File: src/rtl/fu2_pkg.sv
// Package fu2_pkg: shared constants for the fu2 writeback stage.
// Result entries are packed MSB-first as {data, tag, flags}; flags are {Z,N,R,O}.
package fu2_pkg;

   localparam int FU2_DSIZE = 64;   // fu2 OUT width
   localparam int FU2_TSIZE = 4;    // destination tag width
   localparam int FU2_LAT   = 2;    // fu2 operand-sample to result latency
   localparam int FU2_DEPTH = 4;    // result FIFO entries

   localparam int FLAG_W = 4;
   localparam int FLAG_Z = 3;
   localparam int FLAG_N = 2;
   localparam int FLAG_R = 1;
   localparam int FLAG_O = 0;

   // Default-size result entry, for reference by users of the stage
   typedef struct packed {
      logic [FU2_DSIZE-1:0] data;
      logic [FU2_TSIZE-1:0] tag;
      logic [FLAG_W-1:0]    flags;
   } fu2_entry_t;

   // Width of one packed {data, tag, flags} entry
   function automatic int entry_width(input int dsize, input int tsize);
      return dsize + tsize + FLAG_W;
   endfunction

endpackage

File: src/rtl/fu2_wb_fifo.sv
// fu2_wb_fifo: DEPTH x W synchronous FIFO with a registered head.
// The head register only changes on a pop or on a push into an empty FIFO, so it
// keeps the last popped value while empty. A push while full is accepted only
// when a pop happens at the same edge.
module fu2_wb_fifo #(
   parameter int W     = 8,
   parameter int DEPTH = 4
) (
   input  logic                   clk,
   input  logic                   rst,
   input  logic                   push_i,
   input  logic [W-1:0]           push_data_i,
   input  logic                   pop_i,
   output logic [W-1:0]           head_o,
   output logic [$clog2(DEPTH):0] count_o,
   output logic                   full_o,
   output logic                   empty_o
);

   localparam int AW = $clog2(DEPTH);
   localparam int CW = AW + 1;

   logic [W-1:0]  mem_q [DEPTH];
   logic [W-1:0]  mem_d [DEPTH];
   logic [AW-1:0] wr_ptr_q, wr_ptr_d;
   logic [AW-1:0] rd_ptr_q, rd_ptr_d;
   logic [AW-1:0] rd_next;
   logic [CW-1:0] count_q, count_d;
   logic [W-1:0]  head_q, head_d;
   logic          push_ok, pop_ok, full, empty;

   assign full  = (count_q == CW'(DEPTH));
   assign empty = (count_q == '0);

   // Accept decisions and next state for storage, pointers, count and head
   always_comb begin
      pop_ok   = pop_i && !empty;
      push_ok  = push_i && (!full || pop_ok);
      rd_next  = rd_ptr_q + AW'(1);
      mem_d    = mem_q;
      wr_ptr_d = wr_ptr_q;
      rd_ptr_d = rd_ptr_q;
      count_d  = count_q;
      head_d   = head_q;
      if (push_ok) begin
         mem_d[wr_ptr_q] = push_data_i;
         wr_ptr_d        = wr_ptr_q + AW'(1);
      end
      if (pop_ok) begin
         rd_ptr_d = rd_next;
      end
      case ({push_ok, pop_ok})
         2'b10:   count_d = count_q + CW'(1);
         2'b01:   count_d = count_q - CW'(1);
         default: count_d = count_q;
      endcase
      // Head follows the next stored entry, or the incoming one when that is all there is
      if (pop_ok) begin
         if (count_q > CW'(1)) begin
            head_d = mem_q[rd_next];
         end else if (push_ok) begin
            head_d = push_data_i;
         end
      end else if (push_ok && empty) begin
         head_d = push_data_i;
      end
   end

   // State registers with synchronous reset
   always_ff @(posedge clk) begin
      if (rst) begin
         for (int i = 0; i < DEPTH; i++) begin
            mem_q[i] <= '0;
         end
         wr_ptr_q <= '0;
         rd_ptr_q <= '0;
         count_q  <= '0;
         head_q   <= '0;
      end else begin
         mem_q    <= mem_d;
         wr_ptr_q <= wr_ptr_d;
         rd_ptr_q <= rd_ptr_d;
         count_q  <= count_d;
         head_q   <= head_d;
      end
   end

   assign head_o  = head_q;
   assign count_o = count_q;
   assign full_o  = full;
   assign empty_o = empty;

endmodule

File: src/rtl/fu2_wb.sv
// fu2_wb: writeback stage behind fu2. A FU_LAT-deep {vld,tag} delay line pairs each
// fu2 result with its tag, results go into a small FIFO drained by a valid/ready
// consumer, and credits (FIFO count + ops in flight) gate upstream issue.
// Handshake: a head result transfers at an edge where WB_VLD and WB_RDY are both high;
// WB_* are registered and only meaningful while WB_VLD is high.
// Optional feature macro: FU2_WB_PARITY_EN adds WB_PAR = ^{WB_DATA,WB_TAG,WB_FLAGS}.
module fu2_wb
   import fu2_pkg::*;
#(
   parameter int DSIZE  = FU2_DSIZE,
   parameter int TSIZE  = FU2_TSIZE,
   parameter int FU_LAT = FU2_LAT,
   parameter int DEPTH  = FU2_DEPTH
) (
   input  logic             CLK,
   input  logic             RST,
   input  logic             ISSUE_VLD,
   input  logic [TSIZE-1:0] ISSUE_TAG,
   output logic             ISSUE_RDY,
   input  logic [DSIZE-1:0] FU_OUT,
   input  logic             FU_Z,
   input  logic             FU_N,
   input  logic             FU_R,
   input  logic             FU_O,
   output logic             WB_VLD,
   input  logic             WB_RDY,
   output logic [DSIZE-1:0] WB_DATA,
   output logic [TSIZE-1:0] WB_TAG,
   output logic [3:0]       WB_FLAGS,
`ifdef FU2_WB_PARITY_EN
   output logic             WB_PAR,
`endif
   output logic [3:0]       STICKY,
   input  logic             STICKY_CLR,
   output logic [7:0]       DROP_CNT
);

   localparam int EW = entry_width(DSIZE, TSIZE);
`ifdef FU2_WB_PARITY_EN
   localparam int FW = EW + 1;
`else
   localparam int FW = EW;
`endif
   localparam int CW = $clog2(DEPTH) + 1;

   logic [FU_LAT-1:0] vld_q, vld_d;
   logic [TSIZE-1:0]  tag_q [FU_LAT];
   logic [TSIZE-1:0]  tag_d [FU_LAT];
   logic [3:0]        sticky_q, sticky_d;
   logic [7:0]        drop_cnt_q, drop_cnt_d;

   logic [FLAG_W-1:0] fu_flags;
   logic [EW-1:0]     entry;
   logic [FW-1:0]     push_data;
   logic [FW-1:0]     head;
   logic [CW-1:0]     fifo_count;
   logic              fifo_full, fifo_empty;
   logic              push, pop, accept, drop;
   int                inflight;

   // Delay line: issue enters stage 0, stage FU_LAT-1 marks the result present on FU_OUT
   always_comb begin
      vld_d    = '0;
      vld_d[0] = ISSUE_VLD;
      tag_d[0] = ISSUE_TAG;
      for (int i = 1; i < FU_LAT; i++) begin
         vld_d[i] = vld_q[i-1];
         tag_d[i] = tag_q[i-1];
      end
   end

   // Ops still travelling through fu2 hold a credit each
   always_comb begin
      inflight = 0;
      for (int i = 0; i < FU_LAT; i++) begin
         if (vld_q[i]) inflight = inflight + 1;
      end
   end

   assign ISSUE_RDY = (inflight + int'(fifo_count)) < DEPTH;

   // Result capture, accept/drop decision, sticky flags and drop counter
   always_comb begin
      fu_flags         = '0;
      fu_flags[FLAG_Z] = FU_Z;
      fu_flags[FLAG_N] = FU_N;
      fu_flags[FLAG_R] = FU_R;
      fu_flags[FLAG_O] = FU_O;
      entry            = {FU_OUT, tag_q[FU_LAT-1], fu_flags};
`ifdef FU2_WB_PARITY_EN
      push_data        = {^entry, entry};
`else
      push_data        = entry;
`endif
      push       = vld_q[FU_LAT-1];
      pop        = !fifo_empty && WB_RDY;
      accept     = push && (!fifo_full || pop);
      drop       = push && fifo_full && !pop;
      sticky_d   = (STICKY_CLR ? 4'b0000 : sticky_q) | (accept ? fu_flags : 4'b0000);
      drop_cnt_d = drop_cnt_q;
      if (drop && (drop_cnt_q != 8'hFF)) begin
         drop_cnt_d = drop_cnt_q + 8'd1;
      end
   end

   // Delay line, sticky flags and drop counter registers
   always_ff @(posedge CLK) begin
      if (RST) begin
         vld_q      <= '0;
         for (int i = 0; i < FU_LAT; i++) begin
            tag_q[i] <= '0;
         end
         sticky_q   <= '0;
         drop_cnt_q <= '0;
      end else begin
         vld_q      <= vld_d;
         tag_q      <= tag_d;
         sticky_q   <= sticky_d;
         drop_cnt_q <= drop_cnt_d;
      end
   end

   fu2_wb_fifo #(
      .W     (FW),
      .DEPTH (DEPTH)
   ) u_fifo (
      .clk         (CLK),
      .rst         (RST),
      .push_i      (push),
      .push_data_i (push_data),
      .pop_i       (WB_RDY),
      .head_o      (head),
      .count_o     (fifo_count),
      .full_o      (fifo_full),
      .empty_o     (fifo_empty)
   );

   assign WB_VLD   = !fifo_empty;
   assign WB_DATA  = head[EW-1 -: DSIZE];
   assign WB_TAG   = head[FLAG_W +: TSIZE];
   assign WB_FLAGS = head[FLAG_W-1:0];
`ifdef FU2_WB_PARITY_EN
   assign WB_PAR   = head[EW];
`endif
   assign STICKY   = sticky_q;
   assign DROP_CNT = drop_cnt_q;

endmodule
File: config.mk
export PLATFORM = sky130hd
export DESIGN_NAME = fu2_wb
export DESIGN_NICKNAME = d
export VERILOG_FILES = /design/src/rtl/fu2_pkg.sv /design/src/rtl/fu2_wb_fifo.sv /design/src/rtl/fu2_wb.sv
export SDC_FILE = /design/constraint.sdc
export NUM_CORES = 1
export LEC_CHECK = 0
export ABC_AREA = 1
export BUFFER_PORTS_ARGS = -buffer_cell sky130_fd_sc_hd__buf_2
export CORE_AREA = 2 2 206 208
export CTS_BUF_LIST = sky130_fd_sc_hd__clkbuf_4
export DETAILED_ROUTE_END_ITERATION = 6
export DIE_AREA = 0 0 208 210
export SYNTH_ARGS = -nofsm -noshare
export SYNTH_HDL_FRONTEND = slang
export SYNTH_SLANG_ARGS = --single-unit
File: constraint.sdc
create_clock -name CLK -period 2.1 [get_ports CLK]
set_clock_uncertainty 0.2 [all_clocks]
set_input_delay 0.63 -clock CLK [delete_from_list [all_inputs] [get_ports CLK]]
set_output_delay 0.63 -clock CLK [all_outputs]
set_load 0.01 [all_outputs]
# Yosys cells after proc, flatten, opt, wreduce, memory -nomap -nowiden
# Index checks and enable logic that the tools add are counted.
# totals
ff_bits,389
inputBits,77
out_inout_bits,86
# op_classes
add_sub_neg,7
magnitude_cmp,5
eq_ne,5
n_mux,15
bitwise,3
n_reduce_logical,15
# op_table
cell,n
2-to-1 mux 72 bit,7
bitwise mux 288 bit,1
binary-select mux 72 bit (select 2 bit),1
demux 72 bit (select 2 bit),1
adder 32 x 2 -> 32 bit (second input constant),1
adder 32 x 4 -> 32 bit,1
< comparator 32 x 4 -> 1 bit (second input constant),1
2-to-1 mux 32 bit,1
adder 8 x 1 -> 8 bit (second input constant),1
2-to-1 mux 4 bit,2
inequality test 8 bit (second input constant),1
logical AND 1 bit,7
>= comparator 3 bit (second input constant),2
NOT 2 -> 3 bit,2
one-hot mux 3 bit (2 select lines),1
adder 2 x 1 -> 2 bit (second input constant),2
bitwise OR 4 bit,1
nonzero test 2 bit,2
adder 3 x 1 -> 3 bit (second input constant),1
== test 3 bit (second input constant),1
> comparator 3 x 1 -> 1 bit (second input constant),1
zero test 1 bit,3
zero test 3 bit,1
< comparator 3 x 1 -> 1 bit (second input constant),1
other kinds (7),7

# Longest topological paths before layout
# logic_depth
depth_word,8
mapped_depth,12

# Hierarchy
# From an unflattened synthesis, not the netlist that was laid out.
# unflattened
hier_cells,2467
hier_area_um2,17002.6
# modules_own_cells
mod,n_inst,cells_per_inst,area_each_um2
fu2_wb_fifo,1,2334,16055.4
fu2_wb,1,133,947.2

# Worst setup path after synthesis
# No wires, ideal clock.
# synth_path
kind,reg-to-output
from,register vld_q[1]
to,output ISSUE_RDY
t_arrival_ns,1.201
required_ns,1.270
slack_ns,0.069
path_stages_with_launch,5
path_buffers,0
path_cell_list,dfxtp_1 > ha_1 > ha_1 > a311o_1 > inv_1
# synth_between
elab_chain_len,3
# synth_lines
element,line,source
"start, declared",fu2_wb.sv:46,"logic [FU_LAT-1:0] vld_q, vld_d;"
"start signal, assigned",fu2_wb.sv:116,vld_q <= vld_d;
2-to-1 mux 32 bit,fu2_wb.sv:76,if (vld_q[i]) inflight = inflight + 1;
adder 32 x 4 -> 32 bit,fu2_wb.sv:80,assign ISSUE_RDY = (inflight + int'(fifo_count)) < DEPTH;
< comparator 32 x 4 -> 1 bit,fu2_wb.sv:80,
"end, declared",fu2_wb.sv:19,"output logic ISSUE_RDY,"
# No other way between the ends.

# Worst setup path after layout
# layout_path
from,register vld_q[0]
to,output ISSUE_RDY
# layout_between
elab_chain_len,5
# layout_lines
element,line
2-to-1 mux 1 bit *,fu2_wb.sv:76
adder 32 x 2 -> 32 bit,fu2_wb.sv:76
2-to-1 mux 32 bit *,fu2_wb.sv:76
adder 32 x 4 -> 32 bit *,fu2_wb.sv:80
< comparator 32 x 4 -> 1 bit *,fu2_wb.sv:80
# Mark *: on every way between the ends. The rest lies on a longest branch, timed or not.

==> reports/qor.yml <==
outcome:
  outcome: "complete, but fails checks"
  violations: "negative setup slack"
grt:
  grt_pass1_wl_um: 92690
  grt_pass1_vias: 18080
  gr-total-overflow: 0
  grt_max_degree: 81
  antenna_found_initial: 1
  globalRouteTotalUtil_pct: 25.70
cells_and_area:
  layout.cells.non_filler: 3739
  nets: 3201
  final_cell_mix: "1179 x nand2_1, 435 x nand3_1, 300 x dfxtp_1, 299 x a21oi_1, 178 x inv_1"
  drive_gt1_share_pct: 18.66
  layout_commonest_cell: "nand2_1"
  finish.instance_area_sq_um: 23610
  n_fill_cell: 3984
  area_delta_synth_final_pct: 28.49
setup_path:
  reg2reg_to: "u_fifo.mem_q[160]$_SDFFE_PP0P_"
  path_cells: "ha_4 -> ha_4 -> a311o_1 -> inv_1 -> buf_2"
  critical_path.most_common_cell: "ha_4"
  critPathSlowestCell: "dfxtp_2"
  cp.required_ns: 1.27
  cp-start-kind: "register"
  reg2reg_from: "u_fifo.count_o[1]$_SDFFE_PP0P_"
  path_max_fanout: 2
  worstSetupPathType: "register to output pin"
  critical_path.top_delay_family: "adder cells"
  critPathCaptureType: "output pin"
  crit_buf_inv: 2
  reg2reg_slack_ns: -0.13
  reg2reg_depth: 12
  arrival_ns: 1.94
  slowest_delay_ns: 0.33
route:
  num_vias: 19350
  ant_nets: 0
  dr.first_iter.drc_count: 1690
  first_pass_iters: 5
  post_drt_wl_per_cell_um: 15.95
  wl_um: 59640
  drc: 0
  viasPerCell: 5.175
clock_tree:
  ctsLongestPathBuffers: 3
  htree_levels: 3
  clk_pin_slew_worst_paths_ns: 0.07
  cts-buffers-inserted: 106
  clkLatencyLatePin_ns: 0.82
  cts_tree: "yes"
  cts-root-buf: "clkbuf_4"
  cts_num_sinks: 389
sta:
  finalSetupViolations: 127
  slew_headroom_pct: 66.61
  drv_slew: 0
  min_period_ns: 2.774
  tightest_slew_ns: 0.5008
  rsz0062_at_grt: "yes"
  worst_slack_ns: -0.6739
  period_share_pct: 132.1
  hold_violations: 0
  max_freq_mhz: 360.5
placed_design:
  dpl_cell_area_sq_um: 19990
  dpl_worst_slack_ns: -0.008031
  gp_congestion: 0.7835
  io_buffers: 162
  hpwl_um: 33040
  dp.cells: 3428
synth:
  synth_adder_area_share_pct: 0.7492
  yosysUniqueCellTypes: 24
  synth-compound-area-share_pct: 8.554
  ys_seq_area_share_pct: 42.39
  ys_warn_count: 0
  synth_area_sq_um: 18370
  synth_top_family_by_area: "simple AND/OR/NAND/NOR gates"
  synth_xor_area_share_pct: 0.1430
  synth-simple-area-share_pct: 38.88
  ys_seq_elements: 389
  synthMuxAreaShare_pct: 0
  syn_inst: 2865
  syn-num-nets: 2953
  syn_avg_cell_area_sq_um: 6.412
pwr:
  p_leak_nw: 10.79
  swShare_pct: 32.19
  internal-power_mw: 13.10
  power_density_nw_per_um2: 818.6
  power.share.combinational_pct: 22.1
  seqPwrFrac_pct: 40.0
  p_switching_mw: 6.221
  vdd_drop_max_v: 0.0006226
  p_clk_share_pct: 37.9
hold_path:
  hold-path-endpoint: "u_fifo.mem_q[244]$_SDFFE_PP0P_"
  hp-class: "input pin to register"
  min_from: "RST"
  hold_depth: 3
die:
  coreArea_sq_um: 41480
  die_x_um: 208
  die_h_um: 210
  start_util_pct: 44.29
  dieArea_sq_um: 43680
  fp-row-count: 75
  io_pins: 163
job:
  maxCapViolCount: 0
## synthesized netlist by cell type
cell | n | share of area (%)
dfxtp_1 | 389 | 42
nand3_1 | 440 | 12
nor2_2 | 1 | 0.034
nor2_4 | 2 | 0.12
clkbuf_1 | 92 | 1.9
buf_2 | 103 | 2.8
buf_6 | 7 | 0.43
a21oi_1 | 300 | 8.2
o21ai_0 | 7 | 0.19
o22ai_1 | 4 | 0.14
xnor2_1 | 1 | 0.048
xor2_1 | 2 | 0.095
buf_1 | 14 | 0.29
nor2_1 | 101 | 2.1
a311o_1 | 1 | 0.054
inv_1 | 182 | 3.7
buf_4 | 2 | 0.082
nand2_4 | 1 | 0.061
nand2_2 | 3 | 0.10
inv_2 | 4 | 0.082
nand4_1 | 2 | 0.068
ha_1 | 11 | 0.75
nand2_1 | 1195 | 24
nor3_1 | 1 | 0.027
## power groups by stage
| stage | logic (mW) | registers (mW) | clock network, mW |
|---|---|---|---|
| 2_1_floorplan | 2.04 | 7.87 | 0 |
| 3_3_place_gp | 3.48 | 7.85 | 0 |
| 3_5_place_dp | 3.50 | 7.86 | 0 |
| 4_1_cts | 3.78 | 7.73 | 7.50 |
| 5_1_grt | 4.56 | 7.75 | 7.92 |
| 6_report | 4.27 | 7.74 | 7.32 |
## cell families (layout without fill, tap and decap cells)
kind of cell | after synthesis | after routing
AOI/OAI and AO/OA | 312 | 312
DFF | 389 | 389
buffers and inverters | 404 | 738
xor gates and xnor gates | 3 | 3
adders and majority gates | 11 | 11
other | 0 | 1
and+or+nand+nor | 1746 | 1746
## routing by layer
layer / global-route usage, % / part of all wire [%]
met1: 33.61 / 44
met2: 42.59 / 47
met3: 4.693 / 6.8
met4: 9.195 / 1.8
met5: 0 / 0
## flip-flops by register name, summed over array words and instances, names as in the netlist
name and cells:
u_fifo.head_o 72, STICKY 4, vld_q 2, u_fifo.mem_q 288
u_fifo.count_o 3, entry 4, tag_d 4, u_fifo.wr_ptr_q 2
DROP_CNT 8, u_fifo.rd_ptr_q 2
## how the worst max path moves through the flow
stage                             start        end  slack (ns)  depth (start not counted)
floorplan           vld_q[1]$_SDFF_PP0_  ISSUE_RDY        0.07                          4
global placement    vld_q[0]$_SDFF_PP0_  ISSUE_RDY       -0.01                          5
detailed placement  vld_q[0]$_SDFF_PP0_  ISSUE_RDY      -0.008                          5
CTS                 vld_q[0]$_SDFF_PP0_  ISSUE_RDY       -0.77                          5
global route        vld_q[0]$_SDFF_PP0_  ISSUE_RDY       -0.80                          5
finish              vld_q[0]$_SDFF_PP0_  ISSUE_RDY       -0.67                          5
## repair_timing
item | 4_1_cts | 5_1_grt
gates cloned | 0 | 10
endpoints found under the setup margin | 88 | 103
pin swaps | 2 | 11
buffers inserted | 19 | 13
hold buffers | 74 | 0
endpoints found under the hold margin | 298 | 0
gates resized for setup | 187 | 53
## through the flow
| step | hold WS [ns] | TNS, ns | utilization [%] | power (mW) |
|---|---|---|---|---|
| 2_1_floorplan | 0.1883 | 0 | - | 9.910 |
| 3_3_place_gp | 0.1993 | -0.01496 | 48.20 | 11.33 |
| 3_5_place_dp | 0.1962 | -0.01966 | 48.20 | 11.36 |
| 4_1_cts | 0.001768 | -6.773 | 55.52 | 19.00 |
| 5_1_grt | 0.05524 | -28.15 | 56.91 | 20.23 |
| 6_report | 0.07199 | -7.131 | 56.91 | 19.32 |
## worst register-to-register path: stages (launching register included)
cell and delay [ns]:
dfxtp_4 0.38, buf_6 0.11, inv_4 0.03, ha_4 0.16, buf_4 0.13, nand2_1 0.07, nor2_2 0.05, nor2_4 0.10
buf_12 0.20, buf_16 0.20, buf_12 0.22, nand3_1 0.13, a21oi_1 0.16
## cell type report
class | instances | area (sq um) | area share [%]
Multi-Input combinational cell | 2072 | 9050 | 38.34
Sequential cell | 389 | 7916 | 33.54
Timing Repair Buffer | 358 | 3800 | 16.10
Clock buffer | 173 | 1299 | 5.502
Inverter | 186 | 705.7 | 2.990
Tap cell | 539 | 674.4 | 2.857
Clock inverter | 21 | 157.7 | 0.6679
Antenna cell | 1 | 2.502 | 0.01060
(Power assumes the default switching activity.)
